## config.mk

```make
export PLATFORM = sky130hd
export DESIGN_NAME = sync_fifo_ctrl
export DESIGN_NICKNAME = d
export VERILOG_FILES = /design/src/rtl/sync_fifo_ctrl_pkg.sv /design/src/rtl/sync_fifo_ctrl_ram_2p.sv /design/src/rtl/sync_fifo_ctrl.sv
export SDC_FILE = /design/constraint.sdc
export NUM_CORES = 1
export LEC_CHECK = 0
export CAP_MARGIN = 15
export CORE_MARGIN = 1.5
export CORE_UTILIZATION = 64
export DETAILED_ROUTE_END_ITERATION = 10
export PLACE_DENSITY = 0.82
export SETUP_SLACK_MARGIN = 0.4
export SLEW_MARGIN = 0
export SYNTH_ARGS = -nofsm -noshare
export SYNTH_HDL_FRONTEND = slang
export SYNTH_HIERARCHICAL = 1
export SYNTH_SLANG_ARGS = --single-unit
```

## constraint.sdc

```tcl
create_clock -name clk -period 6.8 [get_ports clk]
set_input_delay 0.68 -clock clk [delete_from_list [all_inputs] [get_ports clk]]
set_output_delay 0.68 -clock clk [all_outputs]
set_load 0.05 [all_outputs]
```

## src/rtl/sync_fifo_ctrl_pkg.sv

```systemverilog
// Shared helpers for the single-clock FIFO: parameter legality check and
// pointer width derivation.
package sync_fifo_ctrl_pkg;

  function automatic bit fifo_params_ok(input int unsigned depth,
                                        input int unsigned afull,
                                        input int unsigned aempty);
    return (depth >= 2) && (afull >= 1) && (afull <= depth) && (aempty <= depth - 1);
  endfunction

  function automatic int unsigned ptr_width(input int unsigned depth);
    return (depth > 1) ? $clog2(depth) : 1;
  endfunction

endpackage

```

## src/rtl/sync_fifo_ctrl_ram_2p.sv

```systemverilog
// Storage array for sync_fifo_ctrl: one synchronous write port and one
// asynchronous read port. Contents are deliberately not reset.
module sync_fifo_ctrl_ram_2p #(
  parameter int unsigned DATA_WIDTH = 8,
  parameter int unsigned DEPTH      = 16,
  parameter int unsigned ADDR_W     = 4
) (
  input  logic                  clk,
  input  logic                  we,
  input  logic [ADDR_W-1:0]     waddr,
  input  logic [DATA_WIDTH-1:0] wdata,
  input  logic [ADDR_W-1:0]     raddr,
  output logic [DATA_WIDTH-1:0] rdata
);

  logic [DATA_WIDTH-1:0] mem [DEPTH];

  always_ff @(posedge clk) begin
    if (we) begin
      mem[waddr] <= wdata;
    end
  end

  assign rdata = mem[raddr];

endmodule

```

## src/rtl/sync_fifo_ctrl.sv

```systemverilog
// Single-clock FIFO controller: any depth, fill count, almost flags, sticky
// error status, and standard or first-word-fall-through read mode.
module sync_fifo_ctrl
  import sync_fifo_ctrl_pkg::*;
#(
  parameter int unsigned DATA_WIDTH    = 8,
  parameter int unsigned FIFO_DEPTH    = 16,
  parameter int unsigned AFULL_THRESH  = 12,
  parameter int unsigned AEMPTY_THRESH = 2,
  parameter int unsigned FWFT          = 0,
  localparam int unsigned CNT_W        = $clog2(FIFO_DEPTH + 1)
) (
  input  logic                  clk,
  input  logic                  rst_n,
  input  logic                  flush,
  input  logic                  clr_err,
  input  logic                  wr,
  input  logic [DATA_WIDTH-1:0] wdata,
  input  logic                  rd,
  output logic [DATA_WIDTH-1:0] rdata,
  output logic                  valid,
  output logic                  full,
  output logic                  empty,
  output logic                  almost_full,
  output logic                  almost_empty,
  output logic [CNT_W-1:0]      count,
  output logic                  overflow,
  output logic                  underflow,
  output logic                  overflow_st,
  output logic                  underflow_st
);

  localparam int unsigned PTR_W = ptr_width(FIFO_DEPTH);

  if (!fifo_params_ok(FIFO_DEPTH, AFULL_THRESH, AEMPTY_THRESH)) begin : g_bad_params
    $error("sync_fifo_ctrl: illegal FIFO_DEPTH / AFULL_THRESH / AEMPTY_THRESH");
  end

  logic [PTR_W-1:0]      wr_ptr_q, wr_ptr_d, rd_ptr_q, rd_ptr_d;
  logic [CNT_W-1:0]      count_q, count_d;
  logic                  overflow_q, overflow_d, underflow_q, underflow_d;
  logic                  overflow_st_q, overflow_st_d, underflow_st_q, underflow_st_d;
  logic                  wr_ok, rd_ok;
  logic [DATA_WIDTH-1:0] ram_rdata;

  // Explicit wrap so non-power-of-two depths work.
  function automatic logic [PTR_W-1:0] ptr_inc(input logic [PTR_W-1:0] p);
    return (p == PTR_W'(FIFO_DEPTH - 1)) ? '0 : p + PTR_W'(1);
  endfunction

  // Flags decode only the registered count, never the current requests.
  assign empty        = (count_q == '0);
  assign full         = (count_q == CNT_W'(FIFO_DEPTH));
  assign almost_full  = (count_q >= CNT_W'(AFULL_THRESH));
  assign almost_empty = (count_q <= CNT_W'(AEMPTY_THRESH));
  assign count        = count_q;

  assign wr_ok = wr & ~full & ~flush;
  assign rd_ok = rd & ~empty & ~flush;

  always_comb begin
    wr_ptr_d = wr_ptr_q;
    rd_ptr_d = rd_ptr_q;
    count_d  = count_q;
    if (flush) begin
      wr_ptr_d = '0;
      rd_ptr_d = '0;
      count_d  = '0;
    end else begin
      if (wr_ok) wr_ptr_d = ptr_inc(wr_ptr_q);
      if (rd_ok) rd_ptr_d = ptr_inc(rd_ptr_q);
      if (wr_ok && !rd_ok) begin
        count_d = count_q + CNT_W'(1);
      end else if (!wr_ok && rd_ok) begin
        count_d = count_q - CNT_W'(1);
      end
    end
    overflow_d     = wr & full & ~flush;
    underflow_d    = rd & empty & ~flush;
    // A new error in the same cycle as clr_err keeps the sticky bit set.
    overflow_st_d  = overflow_d | (overflow_st_q & ~clr_err);
    underflow_st_d = underflow_d | (underflow_st_q & ~clr_err);
  end

  always_ff @(posedge clk or negedge rst_n) begin
    if (!rst_n) begin
      wr_ptr_q       <= '0;
      rd_ptr_q       <= '0;
      count_q        <= '0;
      overflow_q     <= 1'b0;
      underflow_q    <= 1'b0;
      overflow_st_q  <= 1'b0;
      underflow_st_q <= 1'b0;
    end else begin
      wr_ptr_q       <= wr_ptr_d;
      rd_ptr_q       <= rd_ptr_d;
      count_q        <= count_d;
      overflow_q     <= overflow_d;
      underflow_q    <= underflow_d;
      overflow_st_q  <= overflow_st_d;
      underflow_st_q <= underflow_st_d;
    end
  end

  assign overflow     = overflow_q;
  assign underflow    = underflow_q;
  assign overflow_st  = overflow_st_q;
  assign underflow_st = underflow_st_q;

  sync_fifo_ctrl_ram_2p #(
    .DATA_WIDTH(DATA_WIDTH),
    .DEPTH     (FIFO_DEPTH),
    .ADDR_W    (PTR_W)
  ) u_ram (
    .clk  (clk),
    .we   (wr_ok),
    .waddr(wr_ptr_q),
    .wdata(wdata),
    .raddr(rd_ptr_q),
    .rdata(ram_rdata)
  );

  if (FWFT != 0) begin : g_fwft
    // Head word is presented straight from the array while data is stored.
    assign rdata = empty ? '0 : ram_rdata;
    assign valid = ~empty;
  end else begin : g_std
    logic [DATA_WIDTH-1:0] rdata_q;
    logic                  valid_q;

    always_ff @(posedge clk or negedge rst_n) begin
      if (!rst_n) begin
        rdata_q <= '0;
        valid_q <= 1'b0;
      end else if (flush) begin
        valid_q <= 1'b0;
      end else begin
        valid_q <= rd_ok;
        if (rd_ok) rdata_q <= ram_rdata;
      end
    end

    assign rdata = rdata_q;
    assign valid = valid_q;
  end

endmodule
```

* After elaboration in Yosys (flattened, before gate mapping)
Memory sizes are Yosys's and may differ from the RTL's. A register that Yosys moved wholly into a read port is not among the register bits.
Index checks and enable logic that the tools add are counted.
** Cells by class
- Muxes and demuxes :: 12
- Magnitude comparators :: 2
- Reductions and logical operators :: 10
- Add/sub/neg operators :: 4
- Bitwise operators :: 16
- Equal/unequal tests :: 3
** Operator list (number)
- $mux W4 :: 6
- $mux W5 :: 3
- $and A1 B1 Y1 :: 10
- $add A4 B1 Y4 const B :: 2
- $eq A4 B4 Y1 const B :: 2
- $add A5 B1 Y5 const B :: 1
- $eq A5 B5 Y1 const B :: 1
- $ge A5 B4 Y1 const B :: 1
- $le A5 B2 Y1 const B :: 1
- $logic_not A5 Y1 :: 1
- $sub A5 B1 Y5 const B :: 1
- $not A1 Y1 :: 4
- $reduce_bool A2 Y1 :: 2
- $logic_not A1 Y1 :: 3
- $mux W1 :: 3
- $reduce_bool A3 Y1 :: 1
- $logic_and A1 B1 Y1 :: 2
- $or A1 B1 Y1 :: 2
- $reduce_and A2 Y1 :: 1
** Storage, ports and cells
- Logic and storage cells :: 56
- Bits of input ports :: 14
- Memories :: 1
- Flip-flop bits (word level) :: 18
- RAM bits :: 128
- Output and inout bits :: 22
** Memory list
- u_ram.mem :: depth 16, bits a word 8, rd ports 1, clocked after Yosys merged registers in 1, write ports 1, line sync_fifo_ctrl_ram_2p.sv:16 : logic [DATA_WIDTH-1:0] mem [DEPTH];

* Logic depth before layout (Yosys ltp)
Gate-level depths: netlist (run 1).
- Depth in word-level cells :: 9
- Mapped depth :: 12
- Depth with buffers taken out :: 11

* By module
Netlist (run 1), hierarchy kept.
** By module, submodules not included
- sync_fifo_ctrl_ram_2p :: cells each 221, times used 1, area each 4987.3 sq um, seq. area each 3843.7 sq um
- sync_fifo_ctrl :: cells each 115, times used 1, area each 1300.0 sq um, seq. area each 650.6 sq um

* Worst setup path before layout (run 1)
No wires, ideal clock.
- Path type :: register to register
- Start point :: reg count_q[0], in the netlist count[0]
- End point :: reg count_q[4], in the netlist count[4]
- Arrival time :: 3318 ps
- Data required time :: 6714 ps
- Path buffers :: 1
- Period minus slack after synthesis :: 3404 ps
- Setup time :: 86 ps
- Cell stages (with the launch flop) :: 13
- Path slack :: 3396 ps
- Cells stage by stage :: dfrtp_1 > buf_2 > nor2_1 > nand3_1 > inv_1 > nor3_1 > nand2_1 > fa_1 > a21o_1 > a21o_1 > or3_1 > and3b_1 > nor3_1
** On the way
- Elaborated cells between the ends (all ways) :: 18
- Those cells by class :: 2 x add/sub; 1 x eq/ne; 3 x mux; 6 x bitwise; 6 x reduce/logical
** RTL lines
- start: declaration :: line sync_fifo_ctrl.sv:40 : logic [CNT_W-1:0] count_q, count_d;
- start signal: assignment :: line sync_fifo_ctrl.sv:97 : count_q <= count_d;
- $eq A5 B5 Y1 * :: line sync_fifo_ctrl.sv:53 : assign full = (count_q == CNT_W'(FIFO_DEPTH));
- named net full :: line sync_fifo_ctrl.sv:22 : output logic full,
- $not A1 Y1 * :: line sync_fifo_ctrl.sv:58 : assign wr_ok = wr & ~full & ~flush;
- $and A1 B1 Y1 * (2 in series) :: line sync_fifo_ctrl.sv:58
- named net wr_ok :: line sync_fifo_ctrl.sv:43 : logic wr_ok, rd_ok;
- $logic_and A1 B1 Y1 or $logic_not A1 Y1 (tied branches) :: line sync_fifo_ctrl.sv:72, sync_fifo_ctrl.sv:74
- $mux W5 or $logic_and A1 B1 Y1 (tied branches) :: line sync_fifo_ctrl.sv:72, sync_fifo_ctrl.sv:74
- $mux W5 or $reduce_bool A3 Y1 (tied branches)
Mark *: on every way through the listed nets, which the timed path passes. The rest lies on a longest branch. The select of a mux whose other input is x is not followed.
A chain may end at the register's enable or synchronous reset.

* Worst setup path after layout (run 1)
- Start point :: in flush
- End point :: reg count_q[4], in the netlist count[4]
** On the way
- Elaborated cells between the ends (all ways) :: 10
- Those cells by class :: 2 x mux; 3 x bitwise; 5 x reduce/logical
** RTL lines
- start: declaration :: line sync_fifo_ctrl.sv:15 : input logic flush,
- $not A1 Y1 (no line) *
- $and A1 B1 Y1 * :: line sync_fifo_ctrl.sv:58
- named net wr_ok :: line sync_fifo_ctrl.sv:43
- $logic_and A1 B1 Y1 or $logic_not A1 Y1 (tied branches) :: line sync_fifo_ctrl.sv:72, sync_fifo_ctrl.sv:74
- $mux W5 or $logic_and A1 B1 Y1 (tied branches) :: line sync_fifo_ctrl.sv:72, sync_fifo_ctrl.sv:74
- $mux W5 or $reduce_bool A3 Y1 (tied branches)
Mark *: on every way through the listed nets, which the timed path passes. The rest lies on a longest branch.

==> impl_results.md, run 1 <==
- Outcome: completed
- Register area share after synthesis: 0.715
- H-Tree Depth: 4
- Setup crit end kind: flip-flop
- Die area: between 0.01 and 0.015 mm^2
- CTS tree: done
- Max rail drop VDD: 211 uV
- RSZ-0062 raised after global routing: false
- Crit path required time: 7230 ps
- TritonRoute pass-1 iters: 5
- Ant diodes: 0
- CP max FO: 17
- Max Slew Vio Count: 0
- Number of fill cells: 516
- Post-Place Cells: just under 500
- Layout cells sized above 1: 0.188
- Total negative slack: 0 ps
- Hold_buf cts: 0
- Pin count of the biggest net entering global routing: 38
- Critical Path AT: 4160 ps
- Num Clock Sinks: 154
- Setup violations, final: 0
- Worst-Margin Slew: just over 1000 ps
- Vias: 3426
- Period utilization: 0.550
- Highest Clock Rate: between 200 and 300 MHz
- Area grow syn2layout: 17.6%
- Hpwl dp: a little under 8 mm
- Min-delay worst type: reg2reg
- Initial antenna violation count: 0
- DR DRC count: 0
- Root Buffer: clkbuf_8
- DP Area: 0.00673 mm^2
- CP Class: in2reg
- Syn_nets: 357
- Vias in the first global route: 3477
- Yosys reg bits: ~150
- Worst-Skew Late Latency: about 530 ps
- Crit start category: primary input
- Initial DRC count: 313
- Pre-CTS worst setup slack: 2690 ps
- GRT Residual Overflow: 0
- Leakage Power: 2.55 nW
- Most common cell in the netlist: edfxtp_1
- Skew final: 8.59 ps
- Setup ws final: between 3000 and 4000 ps
- CTS Buf Count: 17
- Cell variety after synth: 45
- Mapped cell area: ~0.0063 mm^2
- Storage element area: 0.00450 mm^2
- Die height: 102 um
- Post-CTS setup buffers: 0
- DR vias/cell: 6.55
- Area occupied by multi-input gates: roughly 0.0017 mm^2
- Yosys top cell area share: 0.611
- Ys flop type: edfxtp_1
- Routed Antenna Nets: 0
- Global-route wire length before repair: 19.9 mm
- Gate Count Post-Synth: ~340
- Drt total wl: 13.0 mm
- Drt wl/cell: 24.9 um
- Post-Syn Area per Cell: about 19 um^2
- # port buffers: 35
- Nets: 403
- Clock buffer depth: 2
- Total Power: 2.99 mW
- Core area: approximately 0.0094 mm^2
- Slew headroom: 0.302
- Synth top area cells: edfxtp_1 61%, dfrtp_1 10%, mux4_2 6.4%, mux4_1 5.9%, a22oi_1 1.9%
- Rows: 35
- Total track usage: 0.278
- Final hold slack: 478 ps
- Max-Cap Viols: 0
- FFs w/ async S/R, synth: 0.169
- Die W: around 100 um
- Cell taking the most area after synthesis: edfxtp_1
- Power Dens Cells: around 400 mW/mm^2
- Routability cong.: 0.799
- Layout Utilization: 0.789
- Initial Utilization: 0.671
- Fin crit period: 3740 ps
- Clock Pin Slew Worst Setup and Hold Paths: 60 ps
- Ports: 36
- Post-cts resize count: 0
- EDFF count, synth: 128
- Synth cell count leaders: 128 x edfxtp_1, 26 x dfrtp_1, 24 x nor2_1, 19 x nand2_1, 18 x mux4_2
- Final hold vios: 0
- Synth warnings: 6
- Finished Layout Cells: between 500 and 600
- Final instance area: 0.00739 mm^2
-- power by group --
group / switching [mW] / total [mW] / internal (mW)
clock: 0.372 / 1.04 / 0.671
combinational: 0.462 / 0.785 / 0.323
sequential: 0.0786 / 1.16 / 1.08
-- logic make-up after synthesis --
family | after synthesis | synth area share
flops | 154 | 0.715
simple gates | 72 | 0.0557
mux | 44 | 0.144
compound gates | 38 | 0.0450
buf+inv | 16 | 0.0175
fa+ha+maj | 7 | 0.0151
xor+xnor | 5 | 0.00816
-- layout by cell type (no fill, tap or decap), types with 2 or more instances in the layout --
cell             count
xor2_1               3
bufinv_16            6
ha_1                 6
nand3_1              4
nand2b_1             2
nand3b_1             2
nor3_1               8
nor2_1              24
clkdlybuf4s50_1     35
dfrtp_1             24
clkinv_4             2
and3b_1              2
or3_1                3
mux4_2              18
a21oi_1              8
inv_1                3
a22oi_1             16
inv_6                2
clkbuf_16           16
buf_4                3
a21o_1               4
mux2i_1              4
o21ai_0              2
clkinvlp_4           3
nand2_1             19
dfrtp_2              2
mux4_1              14
edfxtp_1           128
mux2_2               8
-- critical path, stage by stage --
cell and delay [ps]:
clkdlybuf4s50_1 740, nor3_1 830, nand2_1 330, fa_1 510
a21o_1 200, a21o_1 180, or3_1 330, and3b_1 180
nor3_1 190
-- registers in the layout (all words and copies together), names as in the netlist, 4 cells and up --
register,flops
wr_ptr_q,4
count,5
rdata,8
rd_ptr_q,4
u_ram/mem,128
-- cell type report --
type	count	share of cell area
clock buffer	17	0.0560
clock inverter	14	0.0328
inverter	3	0.00152
multi-input combinational	166	0.228
sequential	154	0.608
tap	129	0.0218
timing repair buffer	40	0.0521
-- worst paths after layout --
kind                                   from          end  slack [ps]  cells past startpoint
max in group asynchronous             rst_n  rd_ptr_q[1]        6000                      2
worst max-delay path                  flush     count[4]        3060                      9
worst max register to register     count[0]     count[4]        3230                     11
min in group asynchronous             rst_n     rdata[3]         530                      2
worst min-delay path            overflow_st  overflow_st         480                      1
worst min register to register  overflow_st  overflow_st         480                      1
-- metal layers --
layer / up-vias / track usage / part of all wire
li1: 1447 / - / -
met2: 213 / 0.460 / 0.51
met4: 0 / 0.100 / 0.015
met5: - / 0 / 0
met3: 19 / 0.0595 / 0.096
met1: 1747 / 0.371 / 0.38
(Power assumes the default switching activity.)
==> inputs of run 2 (changes only) <==
Settings changed: CORE_UTILIZATION 64 to 59, PLACE_DENSITY 0.82 to 0.76.
Clock period 6.8 ns to 3.6 ns, I/O delays scaled along.
==> impl_results.md, run 2 (synthesized netlist as in run 1, its figures left out) <==
- Rows: 37 (+5.7%)
- Root Buffer: clkbuf_8
- Highest Clock Rate: 340 MHz
- Worst-Skew Late Latency: 520 ps (about the same)
- Max-Cap Viols: 0 (unchanged)
- Area grow syn2layout: 17.2%
- Die height: 106 um (+4.0%)
- Critical Path AT: 3380 ps (-780 ps)
- H-Tree Depth: 4 (unchanged)
- Hpwl dp: 7.45 mm (-4.4%)
- Initial Utilization: 0.609 (-0.0619)
- Met2 Use GR: 0.382 (-0.0775)
- Die area: 0.0113 mm^2 (+8.2%)
- Met1 Track Usage GR: 0.324 (-0.0466)
- Routability cong.: 0.783 (-2.0%)
- Drt wl/cell: 22.1 um (-11%)
- Slowest stage cell, crit path: fa_1
- Period utilization: 0.818
- Final hold vios: 0 (unchanged)
- Slew headroom: 0.307 (+0.00434)
- Setup violations, final: 0 (unchanged)
- Switching Fraction: 0.308 (+0.00229)
- Ports: 36 (unchanged)
- Clk network pwr share: 0.306 (-0.043)
- Final hold slack: 366 ps (-112 ps)
- Setup crit end kind: flip-flop
- GRT Residual Overflow: 0 (unchanged)
- Number of fill cells: 616 (+19%)
- GR peak layer: met2
- Most used cell, CP: a21o_1
- Total negative slack: 0 ps (unchanged)
- Initial antenna violation count: 0 (unchanged)
- Min-delay worst type: in2async
- Vias: 3342 (-2.5%)
- Core area: 0.0103 mm^2 (+10%)
- Skew final: 6.15 ps (-2.45 ps)
- Crit path from: count[3]
- Post-cts resize count: 0 (unchanged)
- Total track usage: 0.237 (-0.0404)
- Outcome: completed
- Reg2reg start: count[3]
- Crit path required time: 4040 ps (-3190 ps)
- CP Class: reg2reg
- P_int: 3.68 mW (+77%)
- Finished Layout Cells: 540 (+3.3%)
- Sequential Power Share: 0.408 (+0.019)
- Clock buffer depth: 2 (unchanged)
- Crit start category: flip-flop
- Num Clock Sinks: 154 (unchanged)
- Post-Place Cells: 506 (+3.3%)
- CTS Buf Count: 17 (unchanged)
- Nets: 412 (+2.2%)
- Drt total wl: 12.0 mm (-8.2%)
- DR DRC count: 0 (unchanged)
- Vias in the first global route: 3329 (-4.3%)
- Die W: 106 um (+4.0%)
- Hold_buf cts: 0 (unchanged)
- TritonRoute pass-1 iters: 4 (-1)
- Most common cell after layout, fill and taps aside: edfxtp_1
- Pin count of the biggest net entering global routing: 26 (-32%)
- Fin crit period: approximately 2900 ps
- Max incr delay on CP: 470 ps (-360 ps)
- Global-route wire length before repair: 19.0 mm (-4.6%)
- Leakage Power: 2.55 nW (about the same)
- Power Dens Cells: 721 mW/mm^2 (+78%)
- Post-CTS setup buffers: 0 (unchanged)
- Layout cells sized above 1: 0.200 (+0.0127)
- Largest register by flop count: u_ram/mem
- Commonest cells after routing, fill and taps aside: 128 x edfxtp_1, 35 x clkdlybuf4s50_1, 24 x nor2_1
- Max FFs per register: 128 (unchanged)
- # port buffers: 35 (unchanged)
- Comb pwr share: 0.286 (+0.023)
- DR vias/cell: 6.19 (-5.5%)
- Worst-Margin Slew: 1040 ps (-2.35 ps)
- Sw Pwr: 1.63 mW (+79%)
- Initial DRC count: 301 (-3.8%)
- Crit path cell chain: or3_4 -> o31ai_4 -> nand2_1 -> fa_1 -> a21o_1 -> a21o_1 -> or3_1 -> and3b_1 -> nor3_1
- Max Slew Vio Count: 0 (unchanged)
- CTS tree: done
- Max rail drop VDD: 598 uV (+180%)
- RSZ-0062 raised after global routing: false
- Ant diodes: 0 (unchanged)
- M3 GR Usage: 0.0540 (-0.00555)
- Routed Antenna Nets: 0 (unchanged)
- Clock Pin Slew Worst Setup and Hold Paths: 60 ps (about the same)
- CP max FO: 6 (-11)
- Layout Utilization: 0.714 (-0.0752)
[run 2: changes by cell type in the layout (fill, tap and decap cells not counted), sizes merged]
cell      before  now
clkbuf        18   22
inv            5    3
clkinv         3    6
buf            4   14
clkinvlp       3    2
bufinv         6    2
[run 2: area by class of cell]
cell class	count	area, um^2	share of cell area
inverters	3	11.3	0.00153
repair buffers	49	455	0.0618
clock buffers	22	443	0.0601
multi-input cells	166	1690	0.229
well taps	136	170	0.0231
clock inverters	10	104	0.0141
flip-flops and latches	154	4500	0.610
[run 2: path summary, 6_finish.rpt]
| kind | end | slack [ps] | cells past startpoint |
|---|---|---|---|
| max | count[4] | 660 | 9 |
| min | rdata[4] | 370 | 1 |
| max reg2reg | count[4] | 660 | 9 |
| min reg2reg | underflow_st | 480 | 1 |
| max in group asynchronous | wr_ptr_q[1] | 2580 | 2 |
| min in group clk | underflow_st | 450 | 3 |
[run 2: critical path: cells and delay by family (launching register included)]
family / cells / cell delay [ps]
compound gates: 3 / 640
fa+ha+maj: 1 / 470
flops: 1 / 440
simple gates: 5 / 1320
[run 2: power groups by stage]
stage | combinational [mW] | clock [mW] | sequential, mW
after floorplan | 0.815 | 0 | 2.46
after global placement | 1.47 | 0 | 2.20
after detailed placement | 1.49 | 0 | 2.20
after CTS | 1.52 | 1.65 | 2.17
after global routing | 1.63 | 1.73 | 2.19
final | 1.52 | 1.62 | 2.17
[run 2: metrics by stage]
stage	setup WS (ps)	instance area [um^2]	total power, mW
6_report	656	7370	5.31
3_5_place_dp	461	6810	3.70
4_1_cts	453	7350	5.34
5_1_grt	474	7370	5.54
3_3_place_gp	592	6810	3.66
2_1_floorplan	505	6290	3.28
[run 2: per-layer routing]
metal | wire length, um | up-vias | share of wire
met5 | 0 | - | 0
met1 | 4970 | 1731 | 0.42
li1 | - | 1467 | -
met4 | 171 | 0 | 0.014
met2 | 6060 | 129 | 0.51
met3 | 754 | 15 | 0.063
